File: config.mk
export PLATFORM = sky130hd
export DESIGN_NAME = fetch_sequencer
export DESIGN_NICKNAME = d
export VERILOG_FILES = /design/src/rtl/fetch_sequencer_pkg.sv /design/src/rtl/fetch_sequencer.sv
export SDC_FILE = /design/constraint.sdc
export NUM_CORES = 1
export LEC_CHECK = 0
export CAP_MARGIN = 0
export CORE_MARGIN = 3
export CORE_UTILIZATION = 50
export CTS_CLUSTER_SIZE = 24
export DETAILED_ROUTE_END_ITERATION = 7
export PLACE_DENSITY = 0.86
export SKIP_LAST_GASP = 1
export SLEW_MARGIN = 20
export SYNTH_ARGS = -nofsm -noshare
export SYNTH_HDL_FRONTEND = slang
export SYNTH_SLANG_ARGS = --single-unit
File: constraint.sdc
create_clock -name clk -period 2.4 [get_ports clk]
set_clock_uncertainty 0.05 [all_clocks]
set_input_delay 0.36 -clock clk [delete_from_list [all_inputs] [get_ports clk]]
set_output_delay 0.36 -clock clk [all_outputs]
set_load 0.005 [all_outputs]
File: src/rtl/fetch_sequencer_pkg.sv
`default_nettype none
// ============================================================================
// Module   : fetch_sequencer_pkg
// Brief    : Shared types and constants for the instruction-fetch sequencer:
//            state encoding, IR field geometry and the register/IO opcode.
// Revision : 1.0  initial release
// ============================================================================
package fetch_sequencer_pkg;

    // Default address and memory-word widths
    localparam int c_AW_DEFAULT = 12;
    localparam int c_DW_DEFAULT = 16;

    // IR layout from the top: {I, opcode[2:0], addr}
    localparam int c_OPC_W      = 3;
    localparam int c_SC_W       = 4;

    // Opcode that marks register-reference / IO instructions (never indirect)
    localparam logic [c_OPC_W-1:0] c_OPC_REGIO = 3'b111;

    // Sequence counter ceiling; the counter saturates here instead of wrapping
    localparam logic [c_SC_W-1:0]  c_SC_MAX    = 4'd15;

    typedef enum logic [2:0] {
        S_IDLE      = 3'd0,
        S_T0_ADDR   = 3'd1,
        S_T1_READ   = 3'd2,
        S_T2_DECODE = 3'd3,
        S_T3_IND    = 3'd4,
        S_EXEC      = 3'd5
    } state_t;

endpackage
`default_nettype wire

File: src/rtl/fetch_sequencer.sv
`default_nettype none
// ============================================================================
// Module   : fetch_sequencer
// Brief    : Instruction fetch / decode front end. Reads instructions over a
//            req/ack port, resolves indirect addressing, drives opcode, I bit
//            and sequence-counter strobes, and hands off to the execute stage.
// Revision : 1.0  initial release
// ============================================================================
module fetch_sequencer
    import fetch_sequencer_pkg::*;
#(
    parameter int AW = c_AW_DEFAULT,
    parameter int DW = c_DW_DEFAULT
) (
    input  logic               clk,
    input  logic               rst,
    input  logic               run,
    output logic               mem_req,
    output logic [AW-1:0]      mem_addr,
    input  logic               mem_ack,
    input  logic [DW-1:0]      mem_rdata,
    input  logic               pc_load,
    input  logic [AW-1:0]      pc_din,
    output logic [c_OPC_W-1:0] opcode,
    output logic               ir_i,
    output logic [AW-1:0]      ar,
    output logic [AW-1:0]      pc,
    output logic [c_SC_W-1:0]  sc_count,
    output logic               sc_inr,
    output logic               sc_clr,
    output logic               exec_valid,
    input  logic               exec_done,
    output logic               busy
);

    // IR field positions derived from the word width
    localparam int c_I_BIT  = DW - 1;
    localparam int c_OPC_HI = DW - 2;
    localparam int c_OPC_LO = DW - 1 - c_OPC_W;

    localparam logic [AW-1:0] c_PC_ONE = 1;

    state_t              r_state;
    state_t              w_next;
    logic                w_advance;
    logic                w_clr;

    logic [AW-1:0]       r_pc;
    logic [AW-1:0]       r_ar;
    logic [DW-1:0]       r_ir;
    logic [c_OPC_W-1:0]  r_opcode;
    logic                r_ir_i;
    logic [c_SC_W-1:0]   r_sc_count;
    logic                r_sc_inr;
    logic                r_sc_clr;
    logic                r_exec_valid;
    logic                r_busy;

    logic [c_OPC_W-1:0]  w_ir_opc;
    logic                w_ir_ind;

    assign w_ir_opc = r_ir[c_OPC_HI:c_OPC_LO];
    // Register/IO instructions reuse the I bit, so they never go indirect
    assign w_ir_ind = r_ir[c_I_BIT] && (w_ir_opc != c_OPC_REGIO);

    // Next state; w_advance marks T-steps that bump the sequence counter
    always_comb begin
        w_next    = r_state;
        w_advance = 1'b0;
        w_clr     = 1'b0;
        case (r_state)
            S_IDLE: begin
                if (run) begin
                    w_next = S_T0_ADDR;
                end
            end
            S_T0_ADDR: begin
                w_next    = S_T1_READ;
                w_advance = 1'b1;
            end
            S_T1_READ: begin
                if (mem_ack) begin
                    w_next    = S_T2_DECODE;
                    w_advance = 1'b1;
                end
            end
            S_T2_DECODE: begin
                w_advance = 1'b1;
                w_next    = w_ir_ind ? S_T3_IND : S_EXEC;
            end
            S_T3_IND: begin
                if (mem_ack) begin
                    w_next    = S_EXEC;
                    w_advance = 1'b1;
                end
            end
            S_EXEC: begin
                if (exec_done) begin
                    w_clr  = 1'b1;
                    w_next = run ? S_T0_ADDR : S_IDLE;
                end
            end
            default: begin
                w_next = S_IDLE;
            end
        endcase
    end

    // State register and sequence counter with registered strobes
    always_ff @(posedge clk) begin
        if (!rst) begin
            r_state      <= S_IDLE;
            r_sc_count   <= '0;
            r_sc_inr     <= 1'b0;
            r_sc_clr     <= 1'b0;
            r_exec_valid <= 1'b0;
            r_busy       <= 1'b0;
        end else begin
            r_state      <= w_next;
            r_sc_inr     <= w_advance;
            r_sc_clr     <= w_clr;
            r_exec_valid <= (w_next == S_EXEC);
            r_busy       <= (w_next != S_IDLE);
            if (w_clr) begin
                r_sc_count <= '0;
            end else if (w_advance && (r_sc_count != c_SC_MAX)) begin
                r_sc_count <= r_sc_count + 4'd1;
            end
        end
    end

    // PC/AR/IR datapath and decoded IR fields, updated per T-step
    always_ff @(posedge clk) begin
        if (!rst) begin
            r_pc     <= '0;
            r_ar     <= '0;
            r_ir     <= '0;
            r_opcode <= '0;
            r_ir_i   <= 1'b0;
        end else begin
            case (r_state)
                S_T0_ADDR: begin
                    r_ar <= r_pc;
                end
                S_T1_READ: begin
                    if (mem_ack) begin
                        r_ir <= mem_rdata;
                        r_pc <= r_pc + c_PC_ONE;
                    end
                end
                S_T2_DECODE: begin
                    r_ar     <= r_ir[AW-1:0];
                    r_opcode <= w_ir_opc;
                    r_ir_i   <= r_ir[c_I_BIT];
                end
                S_T3_IND: begin
                    if (mem_ack) begin
                        r_ar <= mem_rdata[AW-1:0];
                    end
                end
                S_EXEC: begin
                    if (exec_done && pc_load) begin
                        r_pc <= pc_din;
                    end
                end
                default: begin
                    r_pc <= r_pc;
                end
            endcase
        end
    end

    // Memory port is decoded straight from state so it drops the cycle after ack
    assign mem_req    = (r_state == S_T1_READ) || (r_state == S_T3_IND);
    assign mem_addr   = r_ar;

    assign opcode     = r_opcode;
    assign ir_i       = r_ir_i;
    assign ar         = r_ar;
    assign pc         = r_pc;
    assign sc_count   = r_sc_count;
    assign sc_inr     = r_sc_inr;
    assign sc_clr     = r_sc_clr;
    assign exec_valid = r_exec_valid;
    assign busy       = r_busy;

endmodule
`default_nettype wire
==> summary.md, run 1 <==
| Metric | Value |
|---|---|
| Status | `finished, final reports clean` |
| Vias in the first global route | `2389` |
| GPL Wtd Cong | `0.804` |
| Post CTS Setup Buffer Count | `0` |
| Post-CTS sizing | `0` |
| Setup ws final | `0.224 ns` |
| Uppermost layer routed | `met4` |
| Post-Syn Instances | `330` |
| Synthesis-stage register bit count | `55` |
| Drt drc | `0` |
| Max-cap viol count | `0` |
| Worst reg-to-reg setup slack | `0.25 ns` |
| DRT iter0 DRCs | `241` |
| Post-synth EDFFs | `0` |
| Aggregate global routing overflow | `0` |
| CTS Buf Count | `5` |
| Post-Syn Area per Cell | `8.03 um^2` |
| Post-Place Cell Area | `0.00341 mm^2` |
| Met2 WL post-DR | `3580 um` |
| Layout cells sized above 1 | `0.0383` |
| Io pins | `83` |
| Top Family by Delay on Critical Path | `flip-flops` |
| P per Cell Area | `604 mW/mm^2` |
| Core footprint | `0.00491 mm^2` |
| Unrepaired setup endpoints after global routing | `no` |
| Critical path endpoint category | `output pin` |
| Cell Int Power | `1.50 mW` |
| First drt pass iteration count | `5` |
| Yosys warns | `0` |
| TritonCTS sink count | `55` |
| Post-synthesis net count | `366` |
| Worst-path clk slew | `0.09 ns` |
| Final slew viol count | `0` |
| Gr usage total | `0.232` |
| Sw frac | `0.289` |
| Slew @ Worst Pin | `0.738 ns` |
| Fin. Hold Viols | `0` |
| Vias per cell | `5.90` |
| Clock root buffer | `clkbuf_8` |
| Pwr Total | `2.11 mW` |
| Final setup fails | `0` |
| Slew HR | `0.506` |
| Via count | `2709` |
| Seq/Total Area, Yosys | `0.415` |
| Depth of the CTS H-tree | `2` |
| Global-route wire length before repair | `11600 um` |
| CP max FO | `17` |
| Top FF cell, synth | `dfxtp_1` |
| Pre-CTS WS | `0.337 ns` |
| Synth async-reset ratio | `0` |
| Clk pwr share | `0.235` |
| Largest net degree at the start of global routing | `24` |
| CTS Hold Bufs | `0` |
| P_sw | `0.609 mW` |
| CP required | `1.99 ns` |
| Max frequency | `0.459 GHz` |
| Clock latency on the worst-skew pair | `0.31 ns` |
| Worst stage delay on the critical path | `0.64 ns` |
| Cell area after synthesis | `0.00265 mm^2` |
| Highest-delay cell along the critical path | `dfxtp_1` |
| Met3 Wirelength | `589 um` |
| Post-synthesis to final-layout area growth | `31.5%` |
| Post-route minimum period | `2.18 ns` |
| Die height | `78.8 um` |
| Sequential Power Share | `0.514` |
| Initial core utilization | `0.540` |
| ANT nets after route | `0` |
| Netlist cell types | `46` |
| Comb pwr share | `0.251` |
| Die Wd | `78.8 um` |
| Maximum clock path buffer count | `2` |
| # diodes | `0` |
| Drt total wl | `7270 um` |
| Crit path DAT | `1.77 ns` |
| Crit start category | `flop` |
| Row cnt | `25` |
| Die area | `0.00621 mm^2` |
| Routed met1 length | `3030 um` |
| Pleak | `1.19 nW` |
| Half-perimeter wire length after placement | `5350 um` |
| Tcrit/Tclk final | `0.907` |
| WP buf/inv | `1` |
| Layout Utilization | `0.710` |
| Initial antenna violation count | `0` |
| Setup TNS | `0 ns` |
| Crit Path Class | `reg2out` |
| Nets | `427` |
| Peak supply drop | `430 uV` |
| CTS tree | `done` |
| Ordered list of cells on the worst path | `nand2b_1 > a21oi_1 > clkdlybuf4s50_1` |
| Routed WL per cell | `15.8 um` |
| Cell area after layout | `0.00349 mm^2` |
| Port-buffer cells | `82` |
| Hold Crit Class | `reg2reg` |
-- worst register-to-register path, stage by stage (launching register included) --
cell,delay [ns]
dfxtp_1,0.64
nor3b_2,0.71
nor2_1,0.22
buf_4,0.23
a2bb2oi_1,0.15
nor2_1,0.06
-- cells in the final DEF, fill, tap and decap left out, types with 3 or more instances in the layout --
cell,synthesis,routed
clkbuf_8,0,5
mux2i_1,4,4
and3_1,5,5
nand2_1,56,56
nand3b_1,5,5
dfxtp_1,55,55
a22oi_1,11,11
o21ai_0,16,16
a31oi_1,16,16
a21oi_1,34,34
inv_1,4,4
nand2b_1,3,3
nand3_1,7,7
a211oi_1,3,3
clkdlybuf4s50_1,0,82
nor4_1,4,4
a311oi_1,4,4
o21ai_1,7,7
nor3_1,9,9
buf_4,16,7
nor2_1,20,20
-- logic make-up (layout without fill, tap and decap cells) --
logic type | count (synthesis) | count (layout) | share of synthesized area
compound gates | 105 | 105 | 0.244
xor+xnor | 1 | 1 | 0.00330
fa+ha+maj | 2 | 2 | 0.00944
buf+inv | 39 | 101 | 0.0821
mux | 4 | 4 | 0.0151
flops | 55 | 55 | 0.415
simple gates | 124 | 124 | 0.230
-- Yosys cell counts, types with 2 or more instances --
library cell,n,area (um^2)
dfxtp_1,55,1100
nand4bb_1,2,22.5
nor4_1,4,25.0
nand2b_1,3,18.8
a211oi_1,3,22.5
o32ai_1,2,17.5
nor3_1,9,45.0
nand3b_1,5,37.5
buf_2,9,45.0
and3_1,5,31.3
clkbuf_1,9,33.8
nand3_1,7,35.0
nand2_1,56,210
a21oi_1,34,170
and3b_1,2,17.5
buf_4,16,120
o21a_1,2,15.0
o31ai_1,2,15.0
a311oi_1,4,35.0
ha_1,2,25.0
o21ai_0,16,80.1
mux2i_1,4,40.0
o21ai_1,7,35.0
nand4_1,2,12.5
o211ai_1,2,15.0
inv_1,4,15.0
a31oi_1,16,100
a22oi_1,11,82.6
nor2_1,20,75.1
-- power by group through the flow --
stage	registers, mW	clock network, mW	logic, mW
floorplan	1.07	0	0.295
global placement	1.09	0	0.514
detailed placement	1.10	0	0.528
CTS	1.08	0.499	0.529
global route	1.09	0.543	0.572
finish	1.08	0.495	0.528
-- metrics by stage --
stage	cells	hold WS, ns
2_1_floorplan	330	0.386
3_3_place_gp	451	0.391
3_5_place_dp	451	0.397
4_1_cts	459	0.409
5_1_grt	459	0.431
6_report	459	0.408
-- flip-flops by register name (all words and copies together), names as in the netlist, 3 cells and up --
signal and count:
opcode 3, ar 12, r_ir 16, pc 12, r_state 3, sc_count 4
-- cell type report --
class / instances / area, um^2
Clock buffer: 7 / 76.3
Clock inverter: 1 / 5.00
Fill cell: 416 / 1420
Inverter: 4 / 15.0
Multi-Input combinational cell: 236 / 1330
Sequential cell: 55 / 1100
Tap cell: 67 / 83.8
Timing Repair Buffer: 89 / 873
-- worst paths after layout --
check / endpoint / cells after the start / from
max reg2reg: ar[10] / 5 / r_state[2]
max: mem_req / 3 / r_state[2]
min: r_ir[4] / 2 / r_ir[4]
min reg2reg: r_ir[4] / 2 / r_ir[4]
-- layer usage --
layer	GRT usage	up-vias
li1	-	1303
met1	0.303	1261
met2	0.387	134
met3	0.0442	11
met4	0.0756	0
met5	0	-
Power figures use the tool's default switching activity.
==> run 2: changes to the inputs <==
- CAP_MARGIN: 0 -> 15
- CTS_CLUSTER_DIAMETER: default -> 50
- REMOVE_ABC_BUFFERS: default -> 1
==> run 2 against run 1 <==
Final area increased by 1.4%. Critical path depth unchanged. Sequential power about the same. Global-route usage increased by 0.39 points. Sequential share of layout area decreased by 0.42 points. Core utilization increased by 0.97 points. Largest power group unchanged.
==> summary.md, run 2 (synthesis results as in run 1) <==
| Metric | Value |
|---|---|
| Clock root buffer | `clkbuf_8` |
| Peak supply drop | `432 uV` |
| Hold_sp | `r_ir[9]` |
| Crit path DAT | `1.77 ns` |
| Worst-path clk slew | `0.10 ns` |
| Unrepaired setup endpoints after global routing | `no` |
| Die area | `0.00621 mm^2` |
| Worst R2R Path Depth | `4` |
| GPL Wtd Cong | `0.844` |
| Fin. Hold Viols | `0` |
| Routed WL per cell | `15.3 um` |
| Depth of the CTS H-tree | `2` |
| Slew @ Worst Pin | `0.651 ns` |
| Post-synthesis to final-layout area growth | `33.3%` |
| ANT nets after route | `0` |
| Max frequency | `0.459 GHz` |
| Worst Hold Path Cells | `2` |
| Pleak | `1.21 nW` |
| TritonCTS sink count | `55` |
| Layout Cells excl Fill | `463` |
| CTS Hold Bufs | `0` |
| Post CTS Setup Buffer Count | `0` |
| Port-buffer cells | `82` |
| Filler Cells Inserted | `403` |
| Commonest non-fill, non-tap cell in the layout | `clkdlybuf4s50_1` |
| Tcrit/Tclk final | `0.907` |
| Drt total wl | `7090 um` |
| CP required | `1.99 ns` |
| Cell area after layout | `0.00353 mm^2` |
| Half-perimeter wire length after placement | `5100 um` |
| Core footprint | `0.00491 mm^2` |
| Critical path endpoint category | `output pin` |
| Crit Path Class | `reg2out` |
| Setup TNS | `0 ns` |
| Post-Place Cell Area | `0.00344 mm^2` |
| Vias in the first global route | `2548` |
| Crit start category | `flop` |
| CP max FO | `17` |
| Worst reg-to-reg setup slack | `0.37 ns` |
| Max-cap viol count | `0` |
| Hold endpoint | `r_ir[9]` |
| Nets | `431` |
| Layout cells sized above 1 | `0.0530` |
| P per Cell Area | `609 mW/mm^2` |
| Largest net degree at the start of global routing | `24` |
| Flip-flop count of the largest register after layout | `16` |
| Drt drc | `0` |
| Initial core utilization | `0.540` |
| Final setup fails | `0` |
| Reg with most FFs | `r_ir` |
| Status | `finished, final reports clean` |
| DRT iter0 DRCs | `206` |
| Die height | `78.8 um` |
| Slew HR | `0.566` |
| Vias per cell | `5.71` |
| Io pins | `83` |
| Initial antenna violation count | `0` |
| # diodes | `0` |
| Post-route minimum period | `2.18 ns` |
| Final slew viol count | `0` |
| Global-route wire length before repair | `12000 um` |
| Post-CTS sizing | `0` |
| Hold Crit Class | `reg2reg` |
| Clock latency on the worst-skew pair | `0.31 ns` |
| CTS tree | `done` |
| Commonest cells after routing, fill and taps aside | `clkdlybuf4s50_1 (82), nand2_1 (56), dfxtp_1 (55)` |
| Cell count after placement | `455` |
| Row cnt | `25` |
| Aggregate global routing overflow | `0` |
| Maximum clock path buffer count | `2` |
| First drt pass iteration count | `4` |
| Via count | `2645` |
| Die Wd | `78.8 um` |
| CTS Buf Count | `5` |
| Worst flop-to-flop path endpoint | `pc[10]` |
| Worst r2r src | `r_state[1]` |
| Layout Utilization | `0.720` |
| Gr usage total | `0.236` |
[run 2: layout make-up]
class	instances	area [um^2]	share of cell area
multi-input cells	236	1330	0.377
well taps	67	83.8	0.0237
clock buffers	6	82.6	0.0234
inverters	4	15.0	0.00425
flip-flops and latches	55	1100	0.312
repair buffers	93	903	0.256
clock inverters	2	16.3	0.00460
[run 2: per-stage QoR]
| stage | setup slack [ns] | hold slack (ns) | total power, mW |
|---|---|---|---|
| after floorplan | 0.616 | 0.386 | 1.29 |
| after global placement | 0.376 | 0.391 | 1.61 |
| after detailed placement | 0.312 | 0.396 | 1.63 |
| after CTS | 0.226 | 0.410 | 2.16 |
| after global routing | 0.111 | 0.427 | 2.27 |
| final | 0.224 | 0.410 | 2.15 |
[run 2: worst max-delay path: stages (launching register included)]
cell and delay (ns):
dfxtp_1 0.64, nand2b_1 0.15, a21oi_1 0.16, clkdlybuf4s50_1 0.51
[run 2: worst max path at each step]
stage                     startpoint      end  slack [ns]  depth (start not counted)
after floorplan           r_state[1]   pc[10]        0.62                          4
after global placement       mem_ack   pc[10]        0.38                          5
after detailed placement     mem_ack   pc[10]        0.31                          5
after CTS                 r_state[1]  mem_req        0.23                          3
after global routing      r_state[1]  mem_req        0.11                          3
final                     r_state[2]  mem_req        0.22                          3
[run 2: power by group]
part	switching (mW)	internal, mW
Clock	0.306	0.236
Combinational	0.232	0.307
Sequential	0.0805	0.991
Total	0.619	1.53
[run 2: routing by layer]
layer | track usage | wire length (um)
met1 | 0.316 | 3030
met2 | 0.381 | 3420
met3 | 0.0385 | 529
met5 | 0 | 0
met4 | 0.0928 | 112
